===== src/rtl/lif_membrane_update_pkg.sv =====
// Shared types and constants for the LIF membrane stage and its neighbours.
package lif_pkg;

    typedef enum logic {
        ACTIVE = 1'b0,
        REFRAC = 1'b1
    } lif_state_t;

    localparam int LEAK_SHIFT_W         = 2;
    localparam int DEFAULT_WIDTH        = 6;
    localparam int DEFAULT_REFRAC_WIDTH = 3;

endpackage


===== src/rtl/lif_membrane_update_refractory_timer.sv =====
// Refractory down-counter: load on spike, decrement on each ignored step,
// and flag the final ignored step (count == 1).
module refractory_timer #(
    parameter int REFRAC_WIDTH = lif_pkg::DEFAULT_REFRAC_WIDTH
) (
    input  logic                    clk,
    input  logic                    rst_n,
    input  logic                    load,
    input  logic [REFRAC_WIDTH-1:0] load_val,
    input  logic                    dec,
    output logic                    last
);

    localparam logic [REFRAC_WIDTH-1:0] ONE = {{(REFRAC_WIDTH-1){1'b0}}, 1'b1};

    logic [REFRAC_WIDTH-1:0] count_q;
    logic [REFRAC_WIDTH-1:0] count_d;

    // Next count: load wins over decrement; never wraps below zero.
    always_comb begin
        count_d = count_q;
        if (load) begin
            count_d = load_val;
        end else if (dec && (count_q != '0)) begin
            count_d = count_q - ONE;
        end
    end

    // Counter register.
    always_ff @(posedge clk or negedge rst_n) begin
        if (!rst_n) begin
            count_q <= '0;
        end else begin
            count_q <= count_d;
        end
    end

    assign last = (count_q == ONE);

endmodule


===== src/rtl/lif_membrane_update.sv =====
// LIF membrane state: leak, threshold fire, membrane reset and refractory
// period, one update per step strobe.
// Optional macro LIF_RESET_BY_SUBTRACTION_EN: on spike the membrane keeps
// u_bn - threshold instead of being cleared to zero.
//
// state  | meaning
// ACTIVE | steps integrate u_bn with leak and may fire
// REFRAC | steps ignore u_bn until the loaded period has elapsed
module lif_membrane_update
    import lif_pkg::*;
#(
    parameter int WIDTH        = DEFAULT_WIDTH,
    parameter int REFRAC_WIDTH = DEFAULT_REFRAC_WIDTH
) (
    input  logic                      clk,
    input  logic                      rst_n,
    input  logic                      step,
    input  logic signed [WIDTH-1:0]   u_bn,
    input  logic [WIDTH-2:0]          threshold,
    input  logic [LEAK_SHIFT_W-1:0]   leak_shift,
    input  logic [REFRAC_WIDTH-1:0]   refrac_cycles,
    output logic signed [WIDTH-1:0]   u,
    output logic                      spike,
    output logic                      refractory
);

    lif_state_t              state_q;
    lif_state_t              state_d;
    logic signed [WIDTH-1:0] u_q;
    logic signed [WIDTH-1:0] u_d;
    logic                    spike_q;
    logic                    spike_d;

    logic                    tmr_load;
    logic                    tmr_dec;
    logic                    tmr_last;

    logic signed [WIDTH-1:0] thr_ext;
    logic signed [WIDTH-1:0] decay;
    logic signed [WIDTH-1:0] leaked;
    logic signed [WIDTH-1:0] reset_val;
    logic                    fire;

    // Threshold is unsigned, so the zero-extended value is always nonnegative.
    assign thr_ext = $signed({1'b0, threshold});
    assign fire    = (u_bn >= thr_ext);
    // Decay shares the sign of u_bn and is no larger, so the difference fits.
    assign decay   = u_bn >>> leak_shift;
    assign leaked  = u_bn - decay;

`ifdef LIF_RESET_BY_SUBTRACTION_EN
    assign reset_val = u_bn - thr_ext;
`else
    assign reset_val = '0;
`endif

    refractory_timer #(
        .REFRAC_WIDTH (REFRAC_WIDTH)
    ) u_timer (
        .clk      (clk),
        .rst_n    (rst_n),
        .load     (tmr_load),
        .load_val (refrac_cycles),
        .dec      (tmr_dec),
        .last     (tmr_last)
    );

    // Next-state, membrane and spike decode; nothing moves without step.
    always_comb begin
        state_d  = state_q;
        u_d      = u_q;
        spike_d  = 1'b0;
        tmr_load = 1'b0;
        tmr_dec  = 1'b0;
        if (step) begin
            case (state_q)
                ACTIVE: begin
                    if (fire) begin
                        spike_d  = 1'b1;
                        u_d      = reset_val;
                        tmr_load = 1'b1;
                        if (refrac_cycles != '0) begin
                            state_d = REFRAC;
                        end
                    end else begin
                        u_d = leaked;
                    end
                end
                REFRAC: begin
                    tmr_dec = 1'b1;
                    if (tmr_last) begin
                        state_d = ACTIVE;
                    end
                end
                default: begin
                    state_d = ACTIVE;
                end
            endcase
        end
    end

    // State, membrane and spike registers.
    always_ff @(posedge clk or negedge rst_n) begin
        if (!rst_n) begin
            state_q <= ACTIVE;
            u_q     <= '0;
            spike_q <= 1'b0;
        end else begin
            state_q <= state_d;
            u_q     <= u_d;
            spike_q <= spike_d;
        end
    end

    assign u          = u_q;
    assign spike      = spike_q;
    assign refractory = (state_q == REFRAC);

endmodule


===== config.mk =====
export PLATFORM = sky130hd
export DESIGN_NAME = lif_membrane_update
export DESIGN_NICKNAME = d
export VERILOG_FILES = /design/src/rtl/lif_membrane_update_pkg.sv /design/src/rtl/lif_membrane_update_refractory_timer.sv /design/src/rtl/lif_membrane_update.sv
export SDC_FILE = /design/constraint.sdc
export NUM_CORES = 1
export LEC_CHECK = 0
export CAP_MARGIN = 10
export CORE_MARGIN = 1
export CORE_UTILIZATION = 40
export CTS_BUF_LIST = sky130_fd_sc_hd__clkbuf_8
export DETAILED_ROUTE_END_ITERATION = 10
export PLACE_DENSITY = 0.77
export SLEW_MARGIN = 20
export SYNTH_ARGS = -nofsm -noshare
export SYNTH_HDL_FRONTEND = slang
export SYNTH_SLANG_ARGS = --single-unit

===== constraint.sdc =====
create_clock -name clk -period 1.6 [get_ports clk]
set_input_delay 0.32 -clock clk [delete_from_list [all_inputs] [get_ports clk]]
set_output_delay 0.32 -clock clk [all_outputs]
set_load 0.01 [all_outputs]

==> flow_summary.json, run 1 <==
{
  "via_per_inst": 5.41,
  "grt_usage": 0.246,
  "p_leak_nw": 0.839,
  "vdd_drop_max_uv": 1030,
  "fillers": 140,
  "whs_ns": 0.407,
  "post-dp-hpwl_mm": 2.16,
  "io_buffers": 26,
  "finalHoldViolCount": 0,
  "synth_area_um2": 996,
  "cp_num_buf_inv": 2,
  "cts_tree": "yes",
  "place_congestion": 0.873,
  "hold_path.class": "input pin to async pin",
  "synth_simple_gate_area_frac": 0.109,
  "synth-compound-area-share": 0.214,
  "synth_fa_ha_area_frac": 0.183,
  "finalPower_mw": 2.06,
  "synth_cells": 98,
  "status": "finished with violations",
  "drcViolationCount": 0,
  "wl_met2_mm": 1.72,
  "worstPathMaxFanout": 2,
  "top_layer": "met4",
  "diodes": 0,
  "met1_length_mm": 1.24,
  "grt_overflow": 0,
  "maxCapViolCount": 0,
  "wl_met3_um": 88,
  "dr.pass1.iters": 4,
  "drv_slew": 0,
  "yosysWarnings": 0,
  "dieHeight_um": 51.9,
  "grt_start_max_net_pins": 12,
  "timing.final.crit_share": 1.07,
  "post_synth_xor_area_fraction": 0.0352,
  "min_period_ns": 1.72,
  "slew_headroom": 0.674,
  "syn_area_per_cell_um2": 10.2,
  "finalSetupViolations": 6,
  "stdcell_count": 185,
  "cts-buffers-inserted": 3,
  "ys_seq_area_frac": 0.276,
  "grt_pass1_wl_mm": 4.79,
  "multi_input_area_um2": 856,
  "cts_root_buf": "clkbuf_8",
  "p_per_area_nw_per_um2": 1150,
  "initial_core_util": 0.438,
  "tns_ns": -0.313,
  "num_vias": 1000,
  "clk_pin_slew_worst_paths_ns": 0.05,
  "drive_above_1_share": 0.535,
  "seqCellArea_um2": 275,
  "fmax_ghz": 0.583,
  "grt_setup_unrepaired": "yes",
  "start_kind": "input pin",
  "place_area_um2": 1510,
  "io_pins": 27,
  "antenna_found_initial": 0,
  "rows": 17,
  "wl_mm": 3.12,
  "final_net_count": 191,
  "cts_sinks": 11,
  "final_cell_area_um2": 1780,
  "synth_cell_types": 34,
  "worst_pin_slew_ns": 0.487,
  "cp_cell_sequence": "buf_6, mux4_2, ha_4, inv_2, fa_2, a21o_1, a21oi_2, xnor2_1, a22o_1",
  "core_um2": 2280,
  "grt_pass1_vias": 1069,
  "crit_arrival_ns": 1.84,
  "synth_nets": 131,
  "htreeDepth": 1,
  "slowest_delay_ns": 0.35,
  "crit_path_top_delay_cell": "mux4_2",
  "critPathTopFamily": "compound AO/OA/AOI/OAI gates",
  "first_iter_violations": 15,
  "fp.dieW_um": 51.9,
  "dp_cells": 175,
  "clk_path_buf_depth": 2,
  "synth_seq_cells": 11,
  "skew_ns": 0.00604,
  "worstPathRequired_ns": 1.73,
  "critPathKind": "input pin to flop",
  "synthToLayoutAreaGrowth_pct": 79.1,
  "synth_top_family_by_area": "compound AO/OA/AOI/OAI gates",
  "end_kind": "flop",
  "dieArea_um2": 2690,
  "violations": "negative setup slack",
  "clock_latency_ns": 0.24,
  "fin_ws_ns": -0.115,
  "muxShareOfSynthArea": 0.118,
  "postRouteAntennaNets": 0,
  "post_drt_wl_per_cell_um": 16.9
}
[cells by family (layout without fill, tap and decap cells)]
kind of cell,Yosys count,count (layout)
multiplexers,7,7
buffers and inverters,17,76
adder cells (fa/ha/maj),14,14
flip-flops,11,11
XOR/XNOR,4,4
AO/OA/AOI/OAI,28,28
AND/OR/NAND/NOR,17,17
[repair_timing]
action	4_1_cts	5_1_grt
gates resized for setup	72	22
hold buffers	0	0
setup buffers	4	2
gates cloned	0	0
pin swaps	20	18
setup endpoints to repair	11	10
[synthesized netlist by cell type (all sizes together)]
cell type,number,area [um2]
and3,1,11.3
a22o,7,61.3
a211o,1,8.76
o221ai,1,8.76
a21oi,5,32.5
o21ai,6,30.0
mux2,2,26.3
xor2,2,17.5
inv,17,63.8
xnor2,2,17.5
and2,1,8.76
and4,1,8.76
nor2,5,18.8
a32o,1,10.0
mux4,3,71.3
o221a,1,11.3
a211oi,1,12.5
a21o,2,15.0
ha,13,163
nand2b,3,21.3
nor3,2,15.0
fa,1,20.0
nor2b,3,21.3
o21bai,1,7.51
mux2i,2,20.0
dfrtp,11,275
nand2,1,3.75
a22oi,2,15.0
[layout by cell type, fill, tap and decap left out, types with 2 or more instances in the layout]
master,synthesis,final
nor2b_4,0,2
mux4_2,2,3
buf_8,0,2
nor2_1,5,3
nand2b_4,0,2
o21ai_1,0,2
dlygate4sd2_1,0,4
a21oi_2,2,3
xnor2_1,2,2
mux2_4,1,2
xor2_2,0,2
dfrtp_1,11,11
mux2i_1,2,2
o21ai_0,6,3
a22o_1,7,7
nor2_4,0,2
a21oi_4,0,2
clkdlybuf4s50_1,0,12
buf_2,0,2
inv_1,17,10
clkbuf_8,0,3
inv_2,0,7
ha_1,13,5
ha_4,0,7
buf_6,0,11
a21o_1,2,2
buf_4,0,22
[worst paths after layout]
kind                            depth (start not counted)                           start                              to  slack (ns)
worst min register to register                          1                u[1]$_DFFE_PN0P_                u[1]$_DFFE_PN0P_        0.51
worst max register to register                          7  u_timer.count_q[0]$_DFFE_PN0P_  u_timer.count_q[1]$_DFFE_PN0P_           0
min in group clk                                        1                u[1]$_DFFE_PN0P_                u[1]$_DFFE_PN0P_        0.51
max in group asynchronous                               1                           rst_n                u[1]$_DFFE_PN0P_        0.86
worst max-delay path                                    9                   leak_shift[1]                u[4]$_DFFE_PN0P_       -0.12
worst min-delay path                                    1                           rst_n          refractory$_DFFE_PN0P_        0.41
[metal layers]
| layer | global-route usage | vias to the layer above |
|---|---|---|
| li1 | - | 478 |
| met5 | 0 | - |
| met4 | 0.0991 | 0 |
| met2 | 0.470 | 33 |
| met3 | 0.0117 | 7 |
| met1 | 0.279 | 482 |
[worst reg2reg max path, delay by kind of cell (launching register included)]
family / cells / cell delay [ns]
fa+ha+maj: 2 / 0.27
simple gates: 2 / 0.18
buf+inv: 1 / 0.09
compound gates: 2 / 0.54
flops: 1 / 0.40
[layout make-up]
class / count / area share
well taps: 28 / 0.0196
clock inverters: 1 / 0.00210
clock buffers: 3 / 0.0231
repair buffers: 55 / 0.284
multi-input cells: 70 / 0.480
flip-flops and latches: 11 / 0.154
inverters: 17 / 0.0372
[sequential cells by signal, indices dropped and copies added (netlist names)]
register / cells
spike: 1
u: 6
u_timer.count_q: 3
refractory: 1
[stage by stage]
| stage | setup slack (ns) | util |
|---|---|---|
| after floorplan | -0.213 | - |
| after global placement | -0.784 | 0.662 |
| after detailed placement | -0.874 | 0.662 |
| after CTS | -0.194 | 0.732 |
| after global routing | -0.180 | 0.784 |
| final | -0.115 | 0.784 |
[report_power, final]
part | total [mW] | switching, mW | internal (mW)
Clock | 0.279 | 0.110 | 0.169
Combinational | 1.28 | 0.523 | 0.753
Sequential | 0.500 | 0.0989 | 0.401
Power figures use the tool's default switching activity.
==> run 2, diff against run 1 <==
Settings changed: PLACE_DENSITY 0.77 to 0.71.
==> run 2 against run 1 <==
  * The flow still finishes with violations (negative setup slack)
  * Design area fell by 1.5%
  * Die area did not move
  * Clock power fell by 3%
  * Non-clock buffer count fell by 2
  * Critical path type unchanged
  * Highest routed layer unchanged
==> flow_summary.json, run 2 (synthesis results as in run 1) <==
{
  "status": "finished with violations",
  "violations": "negative setup slack",
  "cts_tree": "yes",
  "drive_above_1_share": 0.535,
  "cts_root_buf": "clkbuf_8",
  "final_net_count": 189,
  "min_period_ns": 1.71,
  "clock_latency_ns": 0.24,
  "whs_ns": 0.407,
  "drcViolationCount": 0,
  "fmax_ghz": 0.586,
  "post-place-ws_ns": -0.823,
  "skew_ns": 0.00232,
  "maxCapViolCount": 0,
  "crit_arrival_ns": 1.83,
  "grt_start_max_net_pins": 12,
  "stdcell_count": 183,
  "p_per_area_nw_per_um2": 1160,
  "fillers": 149,
  "grt_overflow": 0,
  "layout_common_cells": "buf_4, clkdlybuf4s50_1, dfrtp_1",
  "p_leak_nw": 0.806,
  "clk_path_buf_depth": 2,
  "wl_mm": 2.68,
  "dieHeight_um": 51.9,
  "final_common_cell": "buf_4",
  "fp.dieW_um": 51.9,
  "clk_pin_slew_worst_paths_ns": 0.05,
  "worstPathMaxFanout": 2,
  "reg2reg_from": "u_timer.count_q[0]$_DFFE_PN0P_",
  "synthToLayoutAreaGrowth_pct": 76.5,
  "num_vias": 938,
  "drv_slew": 0,
  "fin_ws_ns": -0.107,
  "slew_headroom": 0.686,
  "io_pins": 27,
  "antenna_found_initial": 0,
  "cts_sinks": 11,
  "grt_usage": 0.232,
  "r2r_slack_ns": 0.01,
  "cts-buffers-inserted": 3,
  "dr.pass1.iters": 4,
  "initial_core_util": 0.438,
  "io_buffers": 26,
  "tns_ns": -0.287,
  "worst_pin_slew_ns": 0.470,
  "hold_path.class": "input pin to async pin",
  "grt_pass1_vias": 989,
  "critPathKind": "input pin to flop",
  "via_per_inst": 5.13,
  "post_drt_wl_per_cell_um": 14.6,
  "largest_reg_flops": 6,
  "dieArea_um2": 2690,
  "htreeDepth": 1,
  "reg2reg_depth": 7,
  "rr_endpoint": "u_timer.count_q[1]$_DFFE_PN0P_",
  "grt_pass1_wl_mm": 4.49,
  "diodes": 0,
  "worstPathRequired_ns": 1.73,
  "timing.final.crit_share": 1.07,
  "end_kind": "flop",
  "vdd_drop_max_uv": 1130,
  "place_congestion": 0.795,
  "finalHoldViolCount": 0,
  "rows": 17,
  "finalSetupViolations": 5,
  "first_iter_violations": 10,
  "grt_setup_unrepaired": "yes",
  "dp_cells": 174,
  "core_um2": 2280,
  "post-dp-hpwl_mm": 1.95,
  "postRouteAntennaNets": 0,
  "start_kind": "input pin"
}
==> run 2: cell types whose count changed in the layout (fill, tap and decap cells not counted), sizes merged <==
cell and change:
clkdlybuf4s15 +1, dlymetal6s2s -1, buf -2
==> run 2: final cells by class <==
cell class / count / area (um2) / share of cell area
well taps: 28 / 35.0 / 0.0199
clock buffers: 3 / 41.3 / 0.0235
flip-flops and latches: 11 / 275 / 0.157
clock inverters: 1 / 3.75 / 0.00214
multi-input cells: 70 / 860 / 0.489
inverters: 17 / 68.8 / 0.0391
repair buffers: 53 / 474 / 0.270
==> run 2: worst max path at each step <==
| stage | start | endpoint | slack [ns] | cells after the start |
|---|---|---|---|---|
| global route | leak_shift[1] | u[4]$_DFFE_PN0P_ | -0.16 | 9 |
| detailed placement | leak_shift[0] | u[4]$_DFFE_PN0P_ | -0.82 | 8 |
| global placement | leak_shift[0] | u[4]$_DFFE_PN0P_ | -0.79 | 8 |
| CTS | leak_shift[1] | u[4]$_DFFE_PN0P_ | -0.19 | 9 |
| finish | leak_shift[1] | u[4]$_DFFE_PN0P_ | -0.11 | 9 |
| floorplan | leak_shift[1] | u[4]$_DFFE_PN0P_ | -0.21 | 8 |
==> run 2: critical path, cell delays in order <==
cell	delay (ns)
buf_6	0.10
mux4_2	0.35
ha_4	0.14
inv_2	0.03
fa_2	0.33
a21o_1	0.17
a21oi_2	0.14
xnor2_1	0.08
a22o_1	0.18
==> run 2: layer usage <==
metal	track usage	vias to the layer above	share of wire	wire length (um)
met3	0.0234	5	0.023	61
met4	0.108	0	0.013	36
li1	-	469	-	-
met5	0	-	0	0
met2	0.410	22	0.51	1360
met1	0.278	442	0.46	1220
==> run 2: report_power, final <==
part / internal, mW / switching (mW) / total [mW]
registers: 0.401 / 0.0903 / 0.491
clock network: 0.168 / 0.102 / 0.270
logic: 0.761 / 0.525 / 1.29
==> run 2: metrics by stage <==
step / total power [mW] / utilization / area [um2]
after floorplan: 1.01 / - / 1040
after global placement: 1.48 / 0.659 / 1500
after detailed placement: 1.53 / 0.659 / 1500
after CTS: 1.94 / 0.743 / 1690
after global routing: 2.21 / 0.772 / 1760
final: 2.05 / 0.772 / 1760
==> run 2: repair_timing <==
| item | CTS | global route |
|---|---|---|
| gates resized for setup | 77 | 14 |
| pin swaps | 25 | 21 |
| hold buffers | 0 | 0 |
| endpoints found under the setup margin | 11 | 8 |
| buffers inserted | 4 | 2 |
